### config.mk
export PLATFORM = sky130hd
export DESIGN_NAME = prebuf_sched
export DESIGN_NICKNAME = d
export VERILOG_FILES = /design/src/rtl/snn_pkg.sv /design/src/rtl/spike_stage_buf.sv /design/src/rtl/prebuf_sched.sv
export SDC_FILE = /design/constraint.sdc
export NUM_CORES = 1
export LEC_CHECK = 0
export BUFFER_PORTS_ARGS = -buffer_cell sky130_fd_sc_hd__buf_2
export CAP_MARGIN = 20
export CORE_ASPECT_RATIO = 0.5
export CORE_MARGIN = 5
export CORE_UTILIZATION = 39
export CTS_CLUSTER_SIZE = 14
export DETAILED_ROUTE_END_ITERATION = 16
export HOLD_SLACK_MARGIN = 0.08
export SLEW_MARGIN = 0
export SYNTH_ARGS = -nofsm -noshare
export SYNTH_HDL_FRONTEND = slang
export SYNTH_SLANG_ARGS = --single-unit
### constraint.sdc
create_clock -name clk -period 5.9 [get_ports clk]
set_input_delay 0.59 -clock clk [delete_from_list [all_inputs] [get_ports clk]]
set_output_delay 0.59 -clock clk [all_outputs]
set_load 0.01 [all_outputs]
### src/rtl/snn_pkg.sv
// rtl/snn_pkg.sv - shared types and sizes for the pre-buffer scheduler
package snn_pkg;

  localparam int N_BEATS = 144;
  localparam int SPIKE_W = 4;

  typedef enum logic [3:0] {
    S_IDLE,
    S_INIT,
    S_INIT_WAIT,
    S_FILL,
    S_KICK,
    S_STREAM,
    S_STEP_WAIT,
    S_STDP,
    S_STDP_WAIT,
    S_NEXT,
    S_DONE
  } state_t;

endpackage

### src/rtl/spike_stage_buf.sv
// rtl/spike_stage_buf.sv - DEPTH x W write-then-read stage buffer, registered read data
module spike_stage_buf
  import snn_pkg::*;
#(
  parameter int DEPTH = N_BEATS,
  parameter int W     = SPIKE_W
) (
  input  logic         clk,
  input  logic         rst_n,
  input  logic         i_wr_en,
  input  logic [W-1:0] i_wr_data,
  input  logic         i_rd_en,
  output logic [W-1:0] o_rd_data,
  output logic         o_full,
  output logic         o_almost_full,
  output logic         o_empty
);

  localparam int AW = $clog2(DEPTH);
  localparam int CW = $clog2(DEPTH + 1);

  logic [W-1:0]  r_mem [DEPTH];
  logic [W-1:0]  r_rd_data;
  logic [AW-1:0] r_wr_ptr;
  logic [AW-1:0] r_rd_ptr;
  logic [CW-1:0] r_count;
  logic          w_wr;
  logic          w_rd;

  assign o_full        = (r_count == CW'(DEPTH));
  assign o_almost_full = (r_count == CW'(DEPTH - 1));
  assign o_empty       = (r_count == '0);
  assign w_wr          = i_wr_en && !o_full;
  assign w_rd          = i_rd_en && !o_empty;
  assign o_rd_data     = r_rd_data;

  // Storage and read register are deliberately left out of reset.
  always_ff @(posedge clk) begin
    if (w_wr) r_mem[r_wr_ptr] <= i_wr_data;
    if (w_rd) r_rd_data <= r_mem[r_rd_ptr];
  end

  always_ff @(posedge clk or negedge rst_n) begin
    if (!rst_n) begin
      r_wr_ptr <= '0;
      r_rd_ptr <= '0;
      r_count  <= '0;
    end else begin
      if (w_wr) r_wr_ptr <= (r_wr_ptr == AW'(DEPTH - 1)) ? '0 : r_wr_ptr + AW'(1);
      if (w_rd) r_rd_ptr <= (r_rd_ptr == AW'(DEPTH - 1)) ? '0 : r_rd_ptr + AW'(1);
      case ({w_wr, w_rd})
        2'b10:   r_count <= r_count + CW'(1);
        2'b01:   r_count <= r_count - CW'(1);
        default: r_count <= r_count;
      endcase
    end
  end

endmodule

### src/rtl/prebuf_sched.sv
// rtl/prebuf_sched.sv - timestep scheduler feeding the pre-buffer; watchdog under PREBUF_SCHED_WATCHDOG_EN
module prebuf_sched
  import snn_pkg::*;
#(
  parameter int N_BEATS = snn_pkg::N_BEATS,
  parameter int STEP_W  = 8,
  parameter int WDOG_W  = 16
) (
  input  logic              clk,
  input  logic              rst_n,
  input  logic              i_start,
  input  logic [STEP_W-1:0] i_num_steps,
  input  logic              i_learn_en,
  input  logic [3:0]        i_spike,
  input  logic              i_spike_valid,
  output logic              o_spike_ready,
  output logic              o_pb_init,
  output logic              o_pb_b_run,
  output logic              o_pb_valid,
  output logic [3:0]        o_pb_spike,
  output logic              o_pb_stdp_run,
  input  logic              i_pb_done,
  output logic [STEP_W-1:0] o_step_cnt,
  output logic              o_busy,
  output logic              o_done,
  output logic              o_error
);

  state_t            r_state;
  state_t            w_next;
  logic [STEP_W-1:0] r_num_steps;
  logic              r_learn;
  logic [STEP_W-1:0] r_step_cnt;
  logic              r_pb_init;
  logic              r_pb_b_run;
  logic              r_pb_valid;
  logic [3:0]        r_pb_spike;
  logic              r_pb_stdp_run;
  logic              r_done;
  logic              w_wr_en;
  logic              w_rd_en;
  logic [3:0]        w_rd_data;
  logic              w_full;
  logic              w_almost_full;
  logic              w_empty;
  logic              w_wait;
  logic              w_wdog_hit;

  assign w_wr_en = (r_state == S_FILL) && i_spike_valid && !w_full;
  // Read one ahead from KICK so each STREAM cycle already has its beat.
  assign w_rd_en = (r_state == S_KICK) || ((r_state == S_STREAM) && !w_empty);
  assign w_wait  = (r_state == S_INIT_WAIT) || (r_state == S_STEP_WAIT) ||
                   (r_state == S_STDP_WAIT);

  spike_stage_buf #(
    .DEPTH (N_BEATS),
    .W     (4)
  ) u_buf (
    .clk           (clk),
    .rst_n         (rst_n),
    .i_wr_en       (w_wr_en),
    .i_wr_data     (i_spike),
    .i_rd_en       (w_rd_en),
    .o_rd_data     (w_rd_data),
    .o_full        (w_full),
    .o_almost_full (w_almost_full),
    .o_empty       (w_empty)
  );

`ifdef PREBUF_SCHED_WATCHDOG_EN
  logic [WDOG_W-1:0] r_wdog;
  logic              r_error;

  assign w_wdog_hit = w_wait && !i_pb_done && (&r_wdog);
  assign o_error    = r_error;

  always_ff @(posedge clk or negedge rst_n) begin
    if (!rst_n) begin
      r_wdog  <= '0;
      r_error <= 1'b0;
    end else begin
      r_wdog <= (w_wait && !i_pb_done) ? r_wdog + WDOG_W'(1) : '0;
      if (w_wdog_hit) r_error <= 1'b1;
      else if ((r_state == S_IDLE) && i_start) r_error <= 1'b0;
    end
  end
`else
  // Constant false; also keeps WDOG_W referenced when no watchdog is built.
  assign w_wdog_hit = (WDOG_W < 0);
  assign o_error    = 1'b0;
`endif

  always_comb begin
    w_next = r_state;
    case (r_state)
      S_IDLE:      if (i_start) w_next = (i_num_steps == '0) ? S_DONE : S_INIT;
      S_INIT:      w_next = S_INIT_WAIT;
      S_INIT_WAIT: if (i_pb_done) w_next = S_FILL;
      S_FILL:      if (w_wr_en && w_almost_full) w_next = S_KICK;
      S_KICK:      w_next = S_STREAM;
      S_STREAM:    if (w_empty) w_next = S_STEP_WAIT;
      S_STEP_WAIT: if (i_pb_done) w_next = r_learn ? S_STDP : S_NEXT;
      S_STDP:      w_next = S_STDP_WAIT;
      S_STDP_WAIT: if (i_pb_done) w_next = S_NEXT;
      S_NEXT:      w_next = (r_step_cnt == r_num_steps) ? S_DONE : S_FILL;
      S_DONE:      w_next = S_IDLE;
      default:     w_next = S_IDLE;
    endcase
    if (w_wdog_hit) w_next = S_DONE;
  end

  always_ff @(posedge clk or negedge rst_n) begin
    if (!rst_n) begin
      r_state       <= S_IDLE;
      r_num_steps   <= '0;
      r_learn       <= 1'b0;
      r_step_cnt    <= '0;
      r_pb_init     <= 1'b0;
      r_pb_b_run    <= 1'b0;
      r_pb_valid    <= 1'b0;
      r_pb_spike    <= '0;
      r_pb_stdp_run <= 1'b0;
      r_done        <= 1'b0;
    end else begin
      r_state <= w_next;
      if ((r_state == S_IDLE) && i_start && (i_num_steps != '0)) begin
        r_num_steps <= i_num_steps;
        r_learn     <= i_learn_en;
        r_step_cnt  <= '0;
      end else if ((r_state == S_STEP_WAIT) && i_pb_done) begin
        r_step_cnt <= r_step_cnt + STEP_W'(1);
      end
      // Outputs are registered decodes of the current state, one cycle behind it.
      r_pb_init     <= (r_state == S_INIT);
      r_pb_b_run    <= (r_state == S_KICK);
      r_pb_stdp_run <= (r_state == S_STDP);
      r_done        <= (r_state == S_DONE);
      r_pb_valid    <= (r_state == S_STREAM);
      r_pb_spike    <= (r_state == S_STREAM) ? w_rd_data : '0;
    end
  end

  assign o_spike_ready = (r_state == S_FILL) && !w_full;
  assign o_pb_init     = r_pb_init;
  assign o_pb_b_run    = r_pb_b_run;
  assign o_pb_valid    = r_pb_valid;
  assign o_pb_spike    = r_pb_spike;
  assign o_pb_stdp_run = r_pb_stdp_run;
  assign o_step_cnt    = r_step_cnt;
  assign o_busy        = (r_state != S_IDLE);
  assign o_done        = r_done;

endmodule

==> flow_summary.ini <==
[sta]
rsz0062_at_grt = no
finalSetupTns_ps = 0
slew_headroom_pct = 23.43
tightest_slew_ps = 1145
finalSetupViolations = 0
finalCritPeriodShare_pct = 70.24
finalCriticalPeriod_ps = 4144
finalClockSkew_ps = 21.73
hold_viol = 0
timing.fmax_mhz = 241.3
final_max_slew_viol_count = 0

[global_routing]
grt_pass1_vias = 13480
grt_overflow = 0
grt_usage_pct = 16.30
grt_max_degree = 125
grt_pass1_wl_um = 87900
antenna_found_initial = 1

[setup_path]
arrival_ps = 4630
r2r_cells = 11
r2r-start = r_state[1]$_DFFE_PN0P_
path_buf_inv = 1
path_delay_family = compound AO/OA/AOI/OAI gates
path_class = flip-flop to flip-flop
max_stage_delay_ps = 720
end_kind = flip-flop
cp_max_fo = 18
cp-endpoint = u_buf.r_count[7]$_DFFE_PN0P_
cp_slowest_cell = a211oi_2
r2r_setup_slack_ps = 1760
cp_data_required_time_ps = 6390
cp.depth = 11
crit_chain = nand4bb_1, a211oi_2, inv_1, ha_1, ha_1, a21o_1, a21oi_1, o21ai_0, a2111o_1, a2111o_1, o211ai_1
start_kind = flip-flop
r2r-end = u_buf.r_count[7]$_DFFE_PN0P_
crit_path_start = r_state[1]$_DFFE_PN0P_

[clocking]
cts_root_buf = clkbuf_16
cts_buffers = 57
cts.sinks = 634
post-cts-setup-buffers = 0
htree_levels = 2
tritoncts = built
ctsHoldBuffers = 0
clkLatencyLatePin_ps = 600
cts_resized = 0
clk_pin_slew_worst_paths_ps = 70
clockBufferDepth = 3

[synthesis]
avgSynthCellArea_um2 = 17.26
ys_seq_area_share_pct = 72.36
synth_seq_cells = 634
synthDistinctLibCells = 64
async_flop_share_pct = 8.517
ys_warn_count = 0
netlist_area_um2 = 25940
synth_flop_cell = edfxtp_1
synth_edf_count = 580
syn_nets = 1535
synth_cells = 1503

[power]
vdd_drop_max_mv = 0.2217
power_leakage_nw = 8.947
power_density_nw_per_um2 = 327.0
p_int_w = 0.007229
combinationalPowerShare_pct = 8.0
power.share.clock_pct = 37.7
swShare_pct = 22.98
power.switching_w = 0.002156
seqPwrFrac_pct = 54.4

[routing]
num_vias = 13510
first_iter_violations = 1356
dr.pass1.iters = 5
viasPerCell = 5.501
postRouteAntennaNets = 0
drc = 0
highest_layer = met4
wl_per_cell_um = 24.12
wl_met3_um = 5134
wl_met1_um = 25690
drt-total-wl_um = 59250
wl_met2_um = 27160

[run_status]
status = complete, no violations

[floorplanning]
pin_count = 38
die_w_um = 374.7
core_um2 = 65400
die_area_um2 = 72080
start_util_pct = 39.66
rows = 66
die_y_um = 192.4

[layout]
syn2layout_area_growth_pct = 10.66
fillCellCount = 5694
layout.cells.non_filler = 2456
layout.nets = 1562
num_antenna_cells = 0
drive_above_1_share_pct = 17.94

[worst_hold_path]
hold_class = primary input to async pin

[place]
hpwl_um = 35520
dp.cells = 2355
gp_congestion = 0.7849
io_buffers = 36

[flow_run]
maxCapViolations = 0
routing by layer:
metal,vias to the layer above,global-route usage [%]
met5,-,0
met4,0,3.748
met3,80,3.997
met2,490,25.89
met1,6979,22.98
li1,5962,-
power groups by stage:
| stage | Sequential [W] | Clock [W] | Combinational (W) |
|---|---|---|---|
| final | 0.00510 | 0.00353 | 0.000749 |
| after global routing | 0.00512 | 0.00378 | 0.000829 |
| after CTS | 0.00510 | 0.00360 | 0.000758 |
| after detailed placement | 0.00520 | 0 | 0.000756 |
| after global placement | 0.00519 | 0 | 0.000745 |
| after floorplan | 0.00513 | 0 | 0.000573 |
layout make-up:
type                            count  area, um2  share of cell area (%)
Multi-Input combinational cell    767       6656                   23.19
Tap cell                          884       1106                   3.854
Sequential cell                   634      18780                   65.42
Timing Repair Buffer               53      342.8                   1.194
Inverter                           17      63.81                  0.2223
Clock inverter                     22      166.4                  0.5798
Clock buffer                       79       1590                   5.541
kinds of logic (layout without fill, tap and decap cells):
kind of cell               after synthesis  after routing  synth area share [%]
xor gates and xnor gates                27             27                0.9117
DFF                                    634            634                 72.36
and+or+nand+nor                        378            378                 6.652
other                                    1              1               0.01446
buffers and inverters                  102            171                 1.983
muxes                                  186            186                 13.13
adders and majority gates               14             14                0.7043
AOI/OAI and AO/OA                      161            161                 4.254
layout by cell type, fill, tap and decap left out, types with 7 or more instances in the layout:
master       n
edfxtp_1   580
nor2_1     180
mux4_2     122
nand2_1     80
clkbuf_16   58
mux2i_1     51
dfrtp_1     51
a22oi_1     39
a21oi_1     38
buf_2       32
o21ai_0     28
nand3_1     23
buf_4       19
xor2_1      18
inv_1       17
nor2b_1     17
clkbuf_1    15
mux2_2      13
ha_1        13
nand4_1     12
nor3_1      11
and3_1       9
xnor2_1      9
nand2b_1     8
nor4_1       8
a31oi_1      8
clkinv_2     8
clkinv_1     8
a22o_1       7
a21boi_0     7
per-stage QoR:
step	utilization, %	total power, W	setup slack (ps)	cell area, um2	hold slack (ps)
detailed placement	41.20	0.005952	1789	26950	486.4
global placement	41.20	0.005940	1887	26950	477.0
CTS	43.89	0.009458	1788	28700	166.6
finish	43.89	0.009385	1756	28700	159.2
floorplan	-	0.005703	2530	25940	294.4
global route	43.89	0.009728	1463	28700	192.0
cells in the mapped netlist (all sizes together) (3+ instances only):
master / instances / area (um2)
nand2: 84 / 325.3
buf: 46 / 302.8
o32ai: 3 / 26.28
and3: 9 / 56.30
a211oi: 3 / 27.52
nand4: 12 / 75.07
a22o: 7 / 61.31
nor2b: 17 / 106.4
mux2i: 51 / 510.5
nor2: 180 / 675.7
a2111oi: 4 / 35.03
edfxtp: 580 / 17420
nor3b: 5 / 47.54
inv: 17 / 63.81
a221oi: 5 / 56.31
mux4: 122 / 2748
clkbuf: 39 / 147.6
a22oi: 39 / 292.8
nand3: 23 / 115.1
a21oi: 38 / 190.2
a31oi: 8 / 50.05
nor3: 11 / 55.05
and2: 6 / 37.54
o311a: 3 / 30.03
xnor2: 9 / 78.83
nand2b: 8 / 50.05
o31ai: 3 / 22.52
a21boi: 7 / 52.55
and4: 5 / 43.79
nor4: 9 / 62.56
ha: 13 / 162.7
mux2: 13 / 146.4
dfrtp: 54 / 1351
o21ai: 28 / 140.1
xor2: 18 / 157.7
worst register-to-register path, cell delays in order, from the launching register on:
cell and delay [ps]:
dfrtp_1 630, nand4bb_1 270, a211oi_2 720, inv_1 220
ha_1 390, ha_1 340, a21o_1 180, a21oi_1 210
o21ai_0 170, a2111o_1 460, a2111o_1 370, o211ai_1 100
how the worst min path moves through the flow:
stage | endpoint | depth (start not counted) | start | slack, ps
2_1_floorplan | o_done$_DFF_PN0_ | 0 | rst_n | 290
3_3_place_gp | r_num_steps[2]$_DFFE_PN0P_ | 2 | r_num_steps[2]$_DFFE_PN0P_ | 480
3_5_place_dp | r_num_steps[0]$_DFFE_PN0P_ | 2 | r_num_steps[0]$_DFFE_PN0P_ | 490
4_1_cts | r_num_steps[2]$_DFFE_PN0P_ | 2 | rst_n | 170
5_1_grt | r_learn$_DFFE_PN0P_ | 3 | i_learn_en | 190
6_report | u_buf.r_count[3]$_DFFE_PN0P_ | 2 | rst_n | 160
state kept, by name (all words and copies together), names as in the netlist:
name and cells:
o_done 1, o_pb_valid 1, r_num_steps 8, r_state 4
u_buf.o_rd_data 4, u_buf.r_mem 576, o_pb_b_run 1, o_pb_stdp_run 1
o_pb_init 1, r_learn 1, u_buf.r_wr_ptr 8, u_buf.r_rd_ptr 8
o_pb_spike 4, o_step_cnt 8, u_buf.r_count 8
No activity file was read; power rests on OpenSTA's default activity.
